**src/rtl/coin_acceptor_pkg.sv**
```systemverilog
// Shared definitions for the coin acceptor: FSM state encoding, coin
// denomination codes and their credit values, credit width and ceiling.
package coin_acceptor_pkg;

    localparam int unsigned CREDIT_W   = 5;
    localparam int unsigned CREDIT_MAX = 31;
    localparam int unsigned COIN_VAL_W = 2;

    typedef enum logic [1:0] {
        ST_ACCUM    = 2'd0,
        ST_START    = 2'd1,
        ST_RUN      = 2'd2,
        ST_WAIT_CLR = 2'd3
    } state_e;

    typedef enum logic [COIN_VAL_W-1:0] {
        COIN_1  = 2'b00,
        COIN_2  = 2'b01,
        COIN_5  = 2'b10,
        COIN_10 = 2'b11
    } coin_e;

    localparam logic [CREDIT_W-1:0] COIN_1_VAL  = CREDIT_W'(1);
    localparam logic [CREDIT_W-1:0] COIN_2_VAL  = CREDIT_W'(2);
    localparam logic [CREDIT_W-1:0] COIN_5_VAL  = CREDIT_W'(5);
    localparam logic [CREDIT_W-1:0] COIN_10_VAL = CREDIT_W'(10);

    // Credit units for a denomination code.
    function automatic logic [CREDIT_W-1:0] coin_value(input logic [COIN_VAL_W-1:0] code);
        logic [CREDIT_W-1:0] val;
        case (code)
            COIN_1:  val = COIN_1_VAL;
            COIN_2:  val = COIN_2_VAL;
            COIN_5:  val = COIN_5_VAL;
            default: val = COIN_10_VAL;
        endcase
        return val;
    endfunction

endpackage

```
**src/rtl/coin_edge_detect.sv**
```systemverilog
// Coin event front end: optional 2-flop input synchronizer plus rising-edge
// detector on coin_det.
//   Build option: define COIN_SYNC_EN to synchronize coin_det, coin_val and
//   cancel through two flops before use; otherwise inputs are used directly.
//   Ports: clk, rst_n          - clock, async active-low reset
//          coin_det/coin_val   - raw coin sensor and denomination
//          cancel              - raw cancel level
//          coin_evt_c          - one-cycle coin event (combinational)
//          coin_val_c/cancel_c - denomination/cancel aligned with coin_evt_c
module coin_edge_detect
    import coin_acceptor_pkg::*;
(
    input  logic                  clk,
    input  logic                  rst_n,
    input  logic                  coin_det,
    input  logic [COIN_VAL_W-1:0] coin_val,
    input  logic                  cancel,
    output logic                  coin_evt_c,
    output logic [COIN_VAL_W-1:0] coin_val_c,
    output logic                  cancel_c
);

    localparam int unsigned SYNC_W = COIN_VAL_W + 2;

    logic det_s;

`ifdef COIN_SYNC_EN
    // Edges only become trustworthy once the sync pipe and prev flop hold real samples.
    localparam int unsigned ARM_CYC = 3;

    logic [SYNC_W-1:0] sync1_q, sync1_d;
    logic [SYNC_W-1:0] sync2_q, sync2_d;

    always_comb begin
        sync1_d = {cancel, coin_val, coin_det};
        sync2_d = sync1_q;
    end

    always_ff @(posedge clk or negedge rst_n) begin
        if (!rst_n) begin
            sync1_q <= '0;
            sync2_q <= '0;
        end else begin
            sync1_q <= sync1_d;
            sync2_q <= sync2_d;
        end
    end

    assign det_s      = sync2_q[0];
    assign coin_val_c = sync2_q[SYNC_W-2:1];
    assign cancel_c   = sync2_q[SYNC_W-1];
`else
    localparam int unsigned ARM_CYC = 1;

    assign det_s      = coin_det;
    assign coin_val_c = coin_val;
    assign cancel_c   = cancel;
`endif

    logic       prev_q, prev_d;
    logic [1:0] arm_q, arm_d;
    logic       armed_c;

    // A level already high when reset releases must not read as a coin.
    always_comb begin
        armed_c    = (arm_q == 2'(ARM_CYC));
        arm_d      = armed_c ? arm_q : arm_q + 2'd1;
        prev_d     = det_s;
        coin_evt_c = det_s & ~prev_q & armed_c;
    end

    always_ff @(posedge clk or negedge rst_n) begin
        if (!rst_n) begin
            prev_q <= 1'b0;
            arm_q  <= 2'd0;
        end else begin
            prev_q <= prev_d;
            arm_q  <= arm_d;
        end
    end

endmodule

```
**src/rtl/coin_acceptor.sv**
```systemverilog
// Coin acceptor for a washing machine: accumulates coin credit, starts a
// wash at PRICE, returns change, refunds on cancel or idle timeout.
//   Build option: COIN_SYNC_EN adds an input synchronizer (see coin_edge_detect).
//   Ports: clk, rst_n        - clock, async active-low reset
//          coin_det/coin_val - coin sensor edge and denomination
//          cancel            - refund request level
//          wash_done         - completion level from machine controller
//          coin_in           - one-cycle wash start pulse
//          credit            - accumulated credit
//          busy              - wash in progress
//          change_valid/amt  - one-cycle change/refund payout
//          coin_reject       - one-cycle pulse for a refused coin
module coin_acceptor
    import coin_acceptor_pkg::*;
#(
    parameter int unsigned PRICE       = 4,
    parameter int unsigned TIMEOUT_CYC = 1000
) (
    input  logic                  clk,
    input  logic                  rst_n,
    input  logic                  coin_det,
    input  logic [COIN_VAL_W-1:0] coin_val,
    input  logic                  cancel,
    input  logic                  wash_done,
    output logic                  coin_in,
    output logic [CREDIT_W-1:0]   credit,
    output logic                  busy,
    output logic                  change_valid,
    output logic [CREDIT_W-1:0]   change_amt,
    output logic                  coin_reject
);

    localparam int unsigned IDLE_W = (TIMEOUT_CYC > 2) ? $clog2(TIMEOUT_CYC) : 1;
    localparam logic [CREDIT_W-1:0] PRICE_C   = CREDIT_W'(PRICE);
    localparam logic [IDLE_W-1:0]   IDLE_LAST = IDLE_W'(TIMEOUT_CYC - 1);
    localparam logic [CREDIT_W:0]   SUM_MAX   = (CREDIT_W+1)'(CREDIT_MAX);

    logic                  coin_evt_c;
    logic [COIN_VAL_W-1:0] coin_val_c;
    logic                  cancel_c;

    coin_edge_detect u_edge (
        .clk        (clk),
        .rst_n      (rst_n),
        .coin_det   (coin_det),
        .coin_val   (coin_val),
        .cancel     (cancel),
        .coin_evt_c (coin_evt_c),
        .coin_val_c (coin_val_c),
        .cancel_c   (cancel_c)
    );

    state_e                state_q, state_d;
    logic [CREDIT_W-1:0]   credit_q, credit_d;
    logic [IDLE_W-1:0]     idle_q, idle_d;
    logic                  coin_in_q, coin_in_d;
    logic                  busy_q, busy_d;
    logic                  change_valid_q, change_valid_d;
    logic [CREDIT_W-1:0]   change_amt_q, change_amt_d;
    logic                  coin_reject_q, coin_reject_d;

    logic [CREDIT_W:0]     sum_c;
    logic                  fits_c;
    logic [CREDIT_W-1:0]   total_c;

    // Next state, credit and registered outputs.
    always_comb begin
        state_d        = state_q;
        credit_d       = credit_q;
        idle_d         = idle_q;
        coin_in_d      = 1'b0;
        change_valid_d = 1'b0;
        change_amt_d   = '0;
        coin_reject_d  = 1'b0;

        sum_c   = {1'b0, credit_q} + {1'b0, coin_value(coin_val_c)};
        fits_c  = (sum_c <= SUM_MAX);
        // Credit including this cycle's coin when it is accepted.
        total_c = (coin_evt_c && fits_c) ? sum_c[CREDIT_W-1:0] : credit_q;

        case (state_q)
            ST_ACCUM: begin
                if (credit_q >= PRICE_C) begin
                    // Price already reached: start; a coin landing now is refused.
                    state_d       = ST_START;
                    coin_in_d     = 1'b1;
                    credit_d      = '0;
                    idle_d        = '0;
                    coin_reject_d = coin_evt_c;
                    if (credit_q > PRICE_C) begin
                        change_valid_d = 1'b1;
                        change_amt_d   = credit_q - PRICE_C;
                    end
                end else begin
                    coin_reject_d = coin_evt_c & ~fits_c;
                    if (cancel_c && (total_c != '0)) begin
                        change_valid_d = 1'b1;
                        change_amt_d   = total_c;
                        credit_d       = '0;
                        idle_d         = '0;
                    end else if (!coin_evt_c && (credit_q != '0) && (idle_q == IDLE_LAST)) begin
                        change_valid_d = 1'b1;
                        change_amt_d   = credit_q;
                        credit_d       = '0;
                        idle_d         = '0;
                    end else begin
                        credit_d = total_c;
                        idle_d   = (coin_evt_c || (credit_q == '0)) ? '0 : idle_q + IDLE_W'(1);
                    end
                end
            end
            ST_START: begin
                state_d       = ST_RUN;
                coin_reject_d = coin_evt_c;
            end
            ST_RUN: begin
                coin_reject_d = coin_evt_c;
                if (wash_done) state_d = ST_WAIT_CLR;
            end
            ST_WAIT_CLR: begin
                coin_reject_d = coin_evt_c;
                if (!wash_done) state_d = ST_ACCUM;
            end
            default: state_d = ST_ACCUM;
        endcase

        busy_d = (state_d == ST_RUN) || (state_d == ST_WAIT_CLR);
    end

    always_ff @(posedge clk or negedge rst_n) begin
        if (!rst_n) begin
            state_q        <= ST_ACCUM;
            credit_q       <= '0;
            idle_q         <= '0;
            coin_in_q      <= 1'b0;
            busy_q         <= 1'b0;
            change_valid_q <= 1'b0;
            change_amt_q   <= '0;
            coin_reject_q  <= 1'b0;
        end else begin
            state_q        <= state_d;
            credit_q       <= credit_d;
            idle_q         <= idle_d;
            coin_in_q      <= coin_in_d;
            busy_q         <= busy_d;
            change_valid_q <= change_valid_d;
            change_amt_q   <= change_amt_d;
            coin_reject_q  <= coin_reject_d;
        end
    end

    assign coin_in      = coin_in_q;
    assign credit       = credit_q;
    assign busy         = busy_q;
    assign change_valid = change_valid_q;
    assign change_amt   = change_amt_q;
    assign coin_reject  = coin_reject_q;

endmodule

```
**config.mk**
```make
export PLATFORM = sky130hd
export DESIGN_NAME = coin_acceptor
export DESIGN_NICKNAME = d
export VERILOG_FILES = /design/src/rtl/coin_acceptor_pkg.sv /design/src/rtl/coin_edge_detect.sv /design/src/rtl/coin_acceptor.sv
export SDC_FILE = /design/constraint.sdc
export NUM_CORES = 1
export LEC_CHECK = 0
export CAP_MARGIN = 20
export CORE_AREA = 10 10 89 91
export CTS_BUF_LIST = sky130_fd_sc_hd__clkbuf_8 sky130_fd_sc_hd__clkbuf_16
export DETAILED_ROUTE_END_ITERATION = 10
export DIE_AREA = 0 0 99 101
export GPL_TIMING_DRIVEN = 1
export HOLD_SLACK_MARGIN = 0.03
export SLEW_MARGIN = 30
export SYNTH_ARGS = -nofsm -noshare
export SYNTH_HDL_FRONTEND = slang
export SYNTH_HIERARCHICAL = 1
export SYNTH_SLANG_ARGS = --single-unit
export TNS_END_PERCENT = 50
```
**constraint.sdc**
```tcl
create_clock -name clk -period 2.6 [get_ports clk]
set_input_delay 0.52 -clock clk [delete_from_list [all_inputs] [get_ports clk]]
set_output_delay 0.52 -clock clk [all_outputs]
set_load 0.02 [all_outputs]
```
# Word level (Yosys, flattened, before mapping)
# Cells that the tools add are included.
[op_classes] add_sub_neg=4 mux=27 reduce_logical=13 bitwise=5 n_lt_le_gt_ge=3 n_eq_ne=9
[ops] operator="5-bit two-way mux" count=9
[ops] operator="10-bit two-way mux" count=4
[ops] operator="4-bit case mux with 3 select lines" count=1
[ops] operator="10-bit by 1-bit adder with 10-bit output (second input constant)" count=1
[ops] operator="10-bit == test (second input constant)" count=1
[ops] operator="2-bit == test (second input constant)" count=5
[ops] operator="5-bit nonzero test" count=2
[ops] operator="1-bit two-way mux" count=8
[ops] operator="2-bit case mux with 4 select lines" count=1
[ops] operator="5-bit by 5-bit adder with 6-bit output" count=1
[ops] operator="2-bit by 1-bit == test with 1-bit output (second input constant)" count=3
[ops] operator="6-bit by 5-bit <= comparator with 1-bit output (second input constant)" count=1
[ops] operator="2-bit two-way mux" count=3
[ops] operator="5-bit by 3-bit >= comparator with 1-bit output (second input constant)" count=1
[ops] operator="5-bit by 3-bit > comparator with 1-bit output (second input constant)" count=1
[ops] operator="5-bit logical NOT" count=1
[ops] operator="5-bit by 3-bit subtractor with 5-bit output (second input constant)" count=1
[ops] operator="1-bit logical AND" count=4
[ops] operator="2-bit logical NOT" count=2
[ops] operator="1-bit AND" count=3
[ops] operator="3-bit OR reduction" count=1
[ops] operator="2-bit by 1-bit adder with 2-bit output (second input constant)" count=1
[ops] operator="1-bit logical OR" count=2
[ops] operator="1-bit NOT" count=2
[ops] operator="other kinds (2)" count=2
[totals] regBits=29 word_cells=71 inputBits=7 output_inout_bits=14

# Logic depth before layout (Yosys ltp)
# Gate-level depths: netlist of the first run.
[logic_depth] ltp_word=11 mapped_depth=12 mapped_depth_nobuf=11

# Hierarchy
# The synthesis of the first run kept the hierarchy.
[by_module_without_submodules] module="coin_acceptor" n_inst=1 area_each_um2=1554.0 seq_area_each_um2=650.6 cells_per_inst=171
[by_module_without_submodules] module="coin_edge_detect" n_inst=1 area_each_um2=140.1 seq_area_each_um2=75.1 cells_per_inst=12

# Worst setup path after synthesis of the first run
# No wires, ideal clock.
[synth_path] kind="input port to flip-flop" start="in coin_val[0]" end="reg idle_q[8]" arrival_ps=2682 path_slack_ps=-186 path_stages=12 setup_time_ps=104 path_buffers=2 required_ps=2496 path_cell_list="buf_4 inv_1 ha_1 fa_1 xor2_1 or3_1 nor3_1 o2111a_1 a21o_1 buf_6 nand3_2 o311ai_1"
[synth_between] elab_chain_cells=10 elab_cells_between_ends=12 classes_between="add/sub (1); order compare (1); eq/ne (2); mux (4); reduce/logical (4)"
[synth_lines] element="start, declared" line_no="coin_acceptor.sv:22" rtl="input logic [COIN_VAL_W-1:0] coin_val,"
[synth_lines] element="2-bit == test (tied with other cells)" line_no="coin_acceptor_pkg.sv:31" rtl="case (code)"
[synth_lines] element="4-bit case mux with 3 select lines (*)" line_no="coin_acceptor_pkg.sv:31"
[synth_lines] element="5-bit by 5-bit adder with 6-bit output (*)" line_no="coin_acceptor.sv:76" rtl="sum_c = {1'b0, credit_q} + {1'b0, coin_value(coin_val_c)};"
[synth_lines] element="6-bit by 5-bit <= comparator with 1-bit output" line_no="coin_acceptor.sv:77" rtl="fits_c = (sum_c <= SUM_MAX);"
[synth_lines] element="1-bit logical AND" line_no="coin_acceptor.sv:79" rtl="total_c = (coin_evt_c && fits_c) ? sum_c[CREDIT_W-1:0] : credit_q;"
[synth_lines] element="5-bit two-way mux (*)" line_no="coin_acceptor.sv:79"
[synth_lines] element="5-bit nonzero test (*)" line_no="coin_acceptor.sv:96" rtl="if (cancel_c && (total_c != '0)) begin"
[synth_lines] element="1-bit logical AND (*)" line_no="coin_acceptor.sv:96"
[synth_lines] element="10-bit two-way mux (*)" line_no="coin_acceptor.sv:96"
[synth_lines] element="10-bit two-way mux (*)" line_no="coin_acceptor.sv:83" rtl="if (credit_q >= PRICE_C) begin"
[synth_lines] element="end signal, assigned" line_no="coin_acceptor.sv:143" rtl="idle_q <= idle_d;"
[synth_lines] element="end, declared" line_no="coin_acceptor.sv:55" rtl="logic [IDLE_W-1:0] idle_q, idle_d;"
# Mark *: on every way between the ends. The rest lies on a longest branch, timed or not.
# A chain may end at the register's enable or synchronous reset.

# Worst setup path after layout of the first run
[layout_path] start="reg credit_q[0] (netlist: credit[0])" end="reg idle_q[4]"
[layout_between] elab_chain_cells=8 elab_cells_between_ends=16 classes_between="add/sub (1); order compare (2); mux (5); reduce/logical (8)"
[layout_lines] element="start, declared" line_no="coin_acceptor.sv:54" rtl="logic [CREDIT_W-1:0] credit_q, credit_d;"
[layout_lines] element="start signal, assigned" line_no="coin_acceptor.sv:142" rtl="credit_q <= credit_d;"
[layout_lines] element="5-bit by 5-bit adder with 6-bit output" line_no="coin_acceptor.sv:76"
[layout_lines] element="6-bit by 5-bit <= comparator with 1-bit output" line_no="coin_acceptor.sv:77"
[layout_lines] element="1-bit logical AND" line_no="coin_acceptor.sv:79"
[layout_lines] element="5-bit two-way mux" line_no="coin_acceptor.sv:79"
[layout_lines] element="5-bit nonzero test" line_no="coin_acceptor.sv:96"
[layout_lines] element="1-bit logical AND" line_no="coin_acceptor.sv:96"
[layout_lines] element="10-bit two-way mux" line_no="coin_acceptor.sv:96"
[layout_lines] element="10-bit two-way mux (*)" line_no="coin_acceptor.sv:83"
# Marked as above.

==> out/qor.yml, run 1 <==
tns_ns: 0
cp_num_cells: 10
syn_area_sq_um: 1690
power_mw: 2.44
clock_skew_ns: 0.00695
cts_max_path_buffers: 2
r2r_slack_ns: 0.07
ys_warn_count: 6
drt-initial-drc-count: 100
critical_path.startpoint_type: "register"
io_buffers: 20
grt_pass1_vias: 1562
start_util_pct: 27.3
setup_viol: 0
placed_cells: 301
grt_usage_pct: 9.06
numCtsBuffers: 5
cts.sinks: 29
io_pins: 21
antenna_cells: 0
preCtsSetupSlack_ns: -0.630
setup.worst_path.class: "reg2reg"
maxCapViolCount: 0
routedWlPerCell_um: 14.1
p_leak_nw: 1.07
cts_root_buf: "clkbuf_8"
slew_violations: 0
yosysMostFrequentCell: "dfrtp_1"
hold_buffers: 0
cp_max_fo: 8
nets: 253
critical-path-max-stage-delay_ns: 0.41
worst_r2r_startpoint: "credit[0]"
final_cells: 314
hp-start: "coin_det"
grt_antenna_before_repair: 0
hold_viol_final: 0
via_per_inst: 4.98
fin_ws_ns: 0.0652
wl_um: 4420
crit_chain: "ha_4 > fa_2 > xor2_1 > or3_1 > nor3_2 > o2111a_1 > a21o_1 > buf_6 > a31oi_1 > o22ai_2"
whs_path_depth: 1
critPathLaunch: "credit[0]"
yosys.area.top_type_share_pct: 42.8
drc: 0
p_per_area_nw_per_um2: 1000
vias: 1564
status: "complete, no violations"
routabilityCongestion: 0.920
rsz0062_at_grt: "yes"
worst-path-buf-inv: 1
fmax_ghz: 0.395
synth.cells.most_frequent: "29 x dfrtp_1, 22 x nand2_1, 18 x nor2_1, 12 x inv_1, 9 x ha_1"
cp_data_required_time_ns: 2.81
hp-class: "in2reg"
max-slew-margin-rel_pct: 56.6
final.period_utilization_pct: 97.5
row_count: 29
ant_nets: 0
avgSynthCellArea_sq_um: 9.26
rr_worst_depth: 10
grt_max_degree: 30
critPathTopFamily: "compound AO/OA/AOI/OAI gates"
area_delta_synth_final_pct: 44.1
async_reset_ff_share_pct: 100
synth_ff_type: "dfrtp_1"
synth_largest_area_cell: "dfrtp_1"
core_area_sq_um: 6200
ys_ff_latch: 29
post-route-min-period_ns: 2.53
tightest_slew_ns: 0.648
fp.dieW_um: 99
cts_max_level: 2
cts.clk_slew.worst_paths_ns: 0.07
r2r-end: "idle_q[4]"
worstPathArrival_ns: 2.74
synth_cells: 183
firstDrtPassIters: 4
hold_path_end: "u_edge/prev_q"
hpwl_um: 3320
grt_overflow: 0
yosys-top-cells-area: "dfrtp_1 43%, ha_1 6.6%, nand2_1 4.9%, nor2_1 4.0%, inv_1 2.7%"
synth_edf_count: 0
yosysSeqAreaShare_pct: 42.8
synth_cell_types: 46
die_h_um: 101
clkLatencyLatePin_ns: 0.28
holdWs_ns: 0.403
crit_slowest_cell: "dfrtp_1"
cts_tree: "done"
synth.net_count: 200
drive_gt1_share_pct: 27.4
dieArea_sq_um: 10000
irDropWorstVdd_mv: 0.374
grt_pass1_wl_um: 7430
crit_path_end_kind: "register"
## timing repair
action                     4_1_cts  5_1_grt
pin swaps                        7        6
gates resized for setup         13       11
setup endpoints to repair       15       13
setup buffers                    2        3
## cells in the final DEF (no fill, tap or decap), types with 6 or more instances in the layout
cell type / Yosys / layout
nand3_1: 7 / 7
buf_4: 3 / 32
inv_1: 12 / 11
nor2_1: 18 / 17
nand2_1: 22 / 21
dfrtp_1: 29 / 29
a31oi_1: 6 / 6
ha_1: 9 / 8
clkdlybuf4s50_1: 0 / 17
## flip-flops by register name, indices dropped and copies added (netlist names)
name and cells:
idle_q 10, change_amt 5, credit 5, state_q 2, u_edge/arm_q 2, busy 1
change_valid 1, coin_in 1, coin_reject 1, u_edge/prev_q 1
## worst max path at each step
| stage | endpoint | slack, ns |
|---|---|---|
| 6_report | idle_q[4] | 0.07 |
| 3_5_place_dp | idle_q[7] | -0.63 |
| 2_1_floorplan | credit[1] | -0.03 |
| 4_1_cts | idle_q[9] | 0.01 |
| 5_1_grt | idle_q[4] | -0.06 |
| 3_3_place_gp | idle_q[8] | -0.61 |
## metrics by stage
step	instance area (sq um)	util (%)
6_report	2440	39.3
3_5_place_dp	2180	35.1
5_1_grt	2440	39.3
4_1_cts	2370	38.3
3_3_place_gp	2180	35.1
2_1_floorplan	1720	-
## layer usage
| metal | share of wire (%) | global-route usage [%] | wire length, um | vias to the layer above |
|---|---|---|---|---|
| li1 | - | - | - | 769 |
| met1 | 44 | 10.5 | 1930 | 759 |
| met2 | 50 | 15.2 | 2190 | 29 |
| met3 | 5.4 | 3.16 | 237 | 7 |
| met4 | 1.2 | 3.09 | 53 | 0 |
| met5 | 0 | 0 | 0 | - |
## where the power goes
part / internal [mW] / switching [mW] / total, mW
registers: 0.537 / 0.0654 / 0.602
clock network: 0.381 / 0.187 / 0.568
logic: 0.593 / 0.681 / 1.27
## kinds of logic (layout without fill, tap and decap cells)
family	count (synthesis)	count (layout)	synth area share [%]
buffers and inverters	20	74	5.61
adder cells (fa/ha/maj)	10	10	7.83
multiplexers	2	2	1.18
AO/OA/AOI/OAI	45	45	18.8
flip-flops	29	29	42.8
AND/OR/NAND/NOR	73	73	21.7
XOR/XNOR	4	4	2.07
## final cells by class
cell class	instances	area, sq um
Sequential cell	29	726
Clock buffer	5	68.8
Tap cell	77	96.3
Timing Repair Buffer	54	460
Inverter	12	45.0
Clock inverter	3	65.1
Fill cell	608	3760
Multi-Input combinational cell	134	980
(Power assumes the default switching activity.)
==> run 2, diff against run 1 <==
Settings changed: CELL_PAD_IN_SITES_DETAIL_PLACEMENT from default to 2, CELL_PAD_IN_SITES_GLOBAL_PLACEMENT from default to 2, PLACE_DENSITY_LB_ADDON from default to 0.1.
==> run 2 against run 1 <==
Compared with the run above:
- sequential share of layout area down 1.5 points
- clock-buffer cell count rose by 2
- first-iteration DRC count shrank 63%
- the flow now finishes with violations (negative setup slack)
- critical path depth decreased by 1
- routed wire length is 38% higher
- flip-flop and latch count unchanged
- die area unchanged
==> out/qor.yml, run 2 (synthesis gave the netlist of run 1 again) <==
grt_max_degree: 30  # unchanged
numCtsBuffers: 5  # unchanged
drive_gt1_share_pct: 35.2  # was 27.4%
dieArea_sq_um: 10000  # unchanged
start_util_pct: 27.3  # unchanged
tightest_slew_ns: 0.683  # was 0.648 ns
layout_commonest_cell: "buf_4"  # unchanged
grt_pass1_vias: 1903  # was 1562
final_cell_mix: "35 x buf_4, 27 x dfrtp_1, 21 x nand2_1"  # was 32 x buf_4, 29 x dfrtp_1, 21 x nand2_1
antenna_cells: 0  # unchanged
regMostFlops: "idle_q"  # unchanged
via_per_inst: 5.17  # was 4.98
status: "complete, but fails checks"  # was complete, no violations
setup_viol: 5  # was 0
cts_max_level: 2  # unchanged
worst_r2r_startpoint: "credit[0]"  # unchanged
p_leak_nw: 1.09  # was 1.07 nW
drt-initial-drc-count: 37  # was 100
nets: 260  # was 253
max-slew-margin-rel_pct: 54.3  # was 56.6%
slew_violations: 0  # unchanged
cts_root_buf: "clkbuf_8"  # unchanged
grt_use_met3_pct: 2.74  # was 3.16%
critical-path-max-stage-delay_ns: 0.41  # about the same
use_met2_pct: 22.4  # was 15.2%
ant_nets: 0  # unchanged
final.period_utilization_pct: 102  # was 97.5%
cp_max_fo: 7  # was 8
critPathLaunch: "credit[0]"  # unchanged
top_usage_layer: "met2"  # unchanged
final_cells: 321  # was 314
p_per_area_nw_per_um2: 982  # was 1000 nW/um^2
cts_max_path_buffers: 2  # unchanged
dpl_cell_area_sq_um: 2210  # was 2180 sq um
routabilityCongestion: 0.844  # was 0.920
fillers: 680  # was 608
cts_tree: "done"  # unchanged
irDropWorstVdd_mv: 0.362  # was 0.374 mV
critPathTopFamily: "compound AO/OA/AOI/OAI gates"  # unchanged
critical_path.startpoint_type: "register"  # unchanged
largest_reg_flops: 10  # unchanged
area_delta_synth_final_pct: 52.2  # was 44.1%
crit_chain: "ha_4 > fa_2 > xor2_2 > or3_4 > nor3_4 > o2111a_1 > a21o_1 > nand3_4 > o311ai_4"  # was ha_4 > fa_2 > xor2_1 > or3_1 > nor3_2 > o2111a_1 > a21o_1 > buf_6 > a31oi_1 > o22ai_2
die_h_um: 101  # unchanged
maxCapViolCount: 0  # unchanged
violations: "negative setup slack"
grt_usage_pct: 12.0  # was 9.06%
cts.sinks: 29  # unchanged
worst-path-buf-inv: 0  # was 1
io_pins: 21  # unchanged
met1_usage_pct: 13.2  # was 10.5%
finalInstanceArea_sq_um: 2580  # was 2440 sq um
setup.worst_path.class: "reg2reg"  # unchanged
fmax_ghz: 0.376  # was 0.395 GHz
grt_overflow: 0  # unchanged
vias: 1661  # was 1564
hold_buffers: 0  # unchanged
fin_ws_ns: -0.0592  # was 0.0652 ns
core_area_sq_um: 6200  # unchanged
drc: 0  # unchanged
firstDrtPassIters: 4  # unchanged
worstPathArrival_ns: 2.84  # was 2.74 ns
row_count: 29  # unchanged
post-route-min-period_ns: 2.66  # was 2.53 ns
hp-start: "coin_det"  # unchanged
cp_data_required_time_ns: 2.78  # was 2.81 ns
hpwl_um: 4450  # was 3320 um
hp-class: "in2reg"  # unchanged
crit_slowest_cell: "dfrtp_1"  # unchanged
fp.dieW_um: 99  # unchanged
grt_pass1_wl_um: 9740  # was 7430 um
io_buffers: 20  # unchanged
routedWlPerCell_um: 19.0  # was 14.1 um
grt_antenna_before_repair: 0  # unchanged
cts.clk_slew.worst_paths_ns: 0.06  # was 0.07 ns
clkLatencyLatePin_ns: 0.28  # about the same
wl_um: 6110  # was 4420 um
rsz0062_at_grt: "yes"  # unchanged
crit_path_end_kind: "register"  # unchanged
hold_viol_final: 0  # unchanged
clock_skew_ns: 0.00528  # was 0.00695 ns
placed_cells: 305  # was 301
run 2: cell count changes in the layout (fill, tap and decap cells not counted), sizes merged:
| cell | before | now |
|---|---|---|
| buf | 34 | 42 |
| bufinv | 2 | 0 |
| clkbuf | 6 | 7 |
| clkdlybuf4s15 | 1 | 0 |
| dlygate4sd2 | 0 | 1 |
run 2: cell type report:
class | instances | area, sq um | area share [%]
well taps | 77 | 96.3 | 3.74
inverters | 12 | 45.0 | 1.75
flip-flops and latches | 29 | 728 | 28.2
repair buffers | 61 | 527 | 20.4
multi-input cells | 134 | 1080 | 41.9
clock buffers | 7 | 96.3 | 3.74
clock inverters | 1 | 5.00 | 0.194
run 2: worst reg2reg max path, delay by kind of cell (launching register included):
family                   cells  cell delay, ns
AO/OA/AOI/OAI                3            0.78
XOR/XNOR                     1            0.16
adder cells (fa/ha/maj)      2            0.54
flip-flops                   1            0.41
AND/OR/NAND/NOR              3            0.67
run 2: routing by layer:
layer	share of wire (%)	wire (um)
met5	0	0
met1	40	2460
met2	56	3400
met3	2.9	176
met4	1.1	68
run 2: power by group:
part | internal, mW | switching [mW]
Combinational | 0.711 | 0.805
Sequential | 0.539 | 0.0644
Clock | 0.239 | 0.175
run 2: worst paths after layout:
path | end | slack, ns | cells after the start
setup / recovery | idle_q[9] | -0.06 | 9
min in group asynchronous | u_edge/prev_q | 0.64 | 2
max in group asynchronous | credit[1] | 1.67 | 2
hold reg to reg | idle_q[0] | 0.53 | 1
setup reg to reg | idle_q[9] | -0.06 | 9
hold / removal | u_edge/prev_q | 0.45 | 1
run 2: through the flow:
stage	util, %	TNS (ns)	hold WS [ns]	total power, mW	worst slack, ns
finish	41.6	-0.200	0.455	2.53	-0.0592
CTS	39.8	-1.10	0.530	2.47	-0.160
detailed placement	35.6	-10.26	0.520	1.89	-0.712
global placement	35.6	-8.54	0.494	1.84	-0.596
floorplan	-	-0.0727	0.224	1.26	-0.0282
global route	41.6	-1.51	0.451	2.73	-0.165
run 2: timing repair:
action	in CTS	in global routing
endpoints found under the setup margin	17	15
pin swaps	15	15
setup buffers	4	4
gates resized for setup	30	18
==> run 3, diff against run 2 <==
Settings changed: CORE_AREA 10 10 89 91 to 10 10 85 87, DIE_AREA 0 0 99 101 to 0 0 95 97, SKIP_LAST_GASP from default to 1.
==> run 3 against run 2 <==
Compared with the run above:
- the flow still finishes with violations (negative setup slack)
- clock-buffer cell count shrank 2
- via count grew 0.24%
- hold slack lost 0.040 ns
- non-clock buffer count is 2 lower
- critical path type is now in2reg
- critical endpoint is now credit[1]
- largest power group unchanged
==> out/qor.yml, run 3 (synthesis gave the netlist of run 1 again) <==
status: "complete, but fails checks"  # unchanged
violations: "negative setup slack"  # unchanged
fmax_ghz: 0.375  # was 0.376 GHz
numCtsBuffers: 5  # unchanged
via_per_inst: 5.30  # was 5.17
cts_tree: "done"  # unchanged
routedWlPerCell_um: 21.5  # was 19.0 um
cts.sinks: 29  # unchanged
routabilityCongestion: 0.844  # about the same
power_mw: 2.48  # was 2.53 mW
finalInstanceArea_sq_um: 2500  # was 2580 sq um
hp-start: "coin_det"  # unchanged
crit_chain: "buf_2 > buf_4 > and2_1 > ha_2 > nand3_1 > nand2_2 > buf_4 > nor3_4 > o2111a_1 > a21o_1 > buf_4 > and3_4 > a22o_1"  # was ha_4 > fa_2 > xor2_2 > or3_4 > nor3_4 > o2111a_1 > a21o_1 > nand3_4 > o311ai_4
setup.worst_path.class: "in2reg"  # was reg2reg
setup_viol: 5  # unchanged
dpl_cell_area_sq_um: 2180  # was 2210 sq um
ant_nets: 0  # unchanged
io_pins: 21  # unchanged
critPathTopFamily: "compound AO/OA/AOI/OAI gates"  # unchanged
cts_root_buf: "clkbuf_8"  # unchanged
final_cell_mix: "34 x buf_4, 28 x dfrtp_1, 20 x nand2_1"  # was 35 x buf_4, 27 x dfrtp_1, 21 x nand2_1
critical_path.startpoint_type: "input port"  # was register
regMostFlops: "idle_q"  # unchanged
cp_max_fo: 6  # was 7
die_h_um: 97  # was 101 um
worst-path-buf-inv: 4  # was 0
max-slew-margin-rel_pct: 56.3  # was 54.3%
post-route-min-period_ns: 2.66  # about the same
crit_slowest_cell: "ha_2"  # was dfrtp_1
cts_max_path_buffers: 2  # unchanged
largest_reg_flops: 10  # unchanged
dieArea_sq_um: 9220  # was 10000 sq um
critical-path-max-stage-delay_ns: 0.39  # was 0.41 ns
tightest_slew_ns: 0.653  # was 0.683 ns
hpwl_um: 4680  # was 4450 um
final.period_utilization_pct: 102  # about the same
grt_antenna_before_repair: 0  # unchanged
vias: 1665  # was 1661
hp-class: "in2reg"  # unchanged
preCtsSetupSlack_ns: -0.665  # was -0.712 ns
cts_max_level: 2  # unchanged
drive_gt1_share_pct: 32.2  # was 35.2%
io_buffers: 20  # unchanged
core_area_sq_um: 5470  # was 6200 sq um
grt_overflow: 0  # unchanged
fp.dieW_um: 95  # was 99 um
fin_util_pct: 45.8  # was 41.6%
firstDrtPassIters: 4  # unchanged
hold_path_end: "u_edge/prev_q"  # unchanged
r2r_slack_ns: -0.03  # was -0.06 ns
grt_pass1_vias: 1891  # was 1903
p_per_area_nw_per_um2: 992  # was 982 nW/um^2
fillers: 584  # was 680
irDropWorstVdd_mv: 0.315  # was 0.362 mV
cts.clk_slew.worst_paths_ns: 0.07  # was 0.06 ns
crit_top_cell: "buf_4"
crit_path_end_kind: "register"  # unchanged
drt-initial-drc-count: 77  # was 37
grt_max_degree: 30  # unchanged
worstPathArrival_ns: 2.84  # about the same
start_util_pct: 31.0  # was 27.3%
rr_worst_depth: 8  # was 9
grt_pass1_wl_um: 10100  # was 9740 um
grt_usage_pct: 13.7  # was 12.0%
rsz0062_at_grt: "yes"  # unchanged
drc: 0  # unchanged
slew_violations: 0  # unchanged
clock_skew_ns: 0.00734  # was 0.00528 ns
placed_cells: 297  # was 305
row_count: 27  # was 29
fin_ws_ns: -0.0646  # was -0.0592 ns
p_leak_nw: 1.08  # was 1.09 nW
area_delta_synth_final_pct: 47.9  # was 52.2%
hold_viol_final: 0  # unchanged
antenna_cells: 0  # unchanged
final_cells: 314  # was 321
whs_path_depth: 1  # unchanged
nets: 258  # was 260
r2r-end: "idle_q[8]"  # was idle_q[9]
worst_r2r_startpoint: "credit[1]"  # was credit[0]
wl_um: 6760  # was 6110 um
layout_commonest_cell: "buf_4"  # unchanged
cp_data_required_time_ns: 2.77  # was 2.78 ns
maxCapViolCount: 0  # unchanged
clkLatencyLatePin_ns: 0.28  # about the same
run 3: changes by cell type in the layout (fill, tap and decap cells not counted), sizes merged:
| cell | previous run | this run |
|---|---|---|
| buf | 42 | 40 |
| clkbuf | 7 | 5 |
| clkinv | 1 | 2 |
| inv | 12 | 13 |
run 3: layer usage:
layer	global-route usage, %	wire, um	vias up
li1	-	-	777
met4	3.43	99	0
met3	3.32	287	10
met1	15.6	2700	851
met5	0	0	-
met2	24.6	3660	27
run 3: metrics by stage:
stage               setup TNS [ns]  hold slack (ns)
CTS                         -0.551            0.523
floorplan                  -0.0727            0.224
finish                      -0.177            0.415
global placement             -8.51            0.458
global route                 -1.47            0.404
detailed placement          -10.28            0.510
run 3: how the worst max path moves through the flow:
stage / startpoint / end / slack, ns / cells past startpoint
final: coin_val[0] / credit[1] / -0.06 / 13
after global routing: credit[1] / idle_q[8] / -0.16 / 8
after CTS: credit[0] / idle_q[8] / -0.1 / 9
after detailed placement: coin_val[0] / idle_q[5] / -0.67 / 12
after global placement: coin_val[0] / idle_q[8] / -0.56 / 11
after floorplan: coin_val[0] / credit[1] / -0.03 / 10
run 3: timing repair:
item                       in CTS  in global routing
resized for setup              17                 23
setup endpoints to repair      18                 15
hold buffers                    0                  0
buffers inserted                7                  2
pin swaps                      13                 10
run 3: layout make-up:
cell class | instances | area (sq um) | share of cell area (%)
Clock inverter | 3 | 13.8 | 0.549
Multi-Input combinational cell | 134 | 1050 | 42.0
Tap cell | 72 | 90.1 | 3.60
Timing Repair Buffer | 59 | 508 | 20.3
Clock buffer | 5 | 68.8 | 2.75
Sequential cell | 29 | 727 | 29.0
Inverter | 12 | 45.0 | 1.80
run 3: power by group:
group / internal (mW) / total (mW) / switching (mW) / leakage, nW
combinational: 0.677 / 1.51 / 0.833 / 0.652
sequential: 0.538 / 0.615 / 0.0774 / 0.383
clock: 0.181 / 0.359 / 0.178 / 0.0491
total: 1.40 / 2.48 / 1.09 / 1.08
run 3: worst reg2reg max path, delay by kind of cell (launching register included):
kind            cells  cell delay, ns
simple gates        2            0.63
fa+ha+maj           1            0.34
flops               1            0.43
compound gates      5            1.13
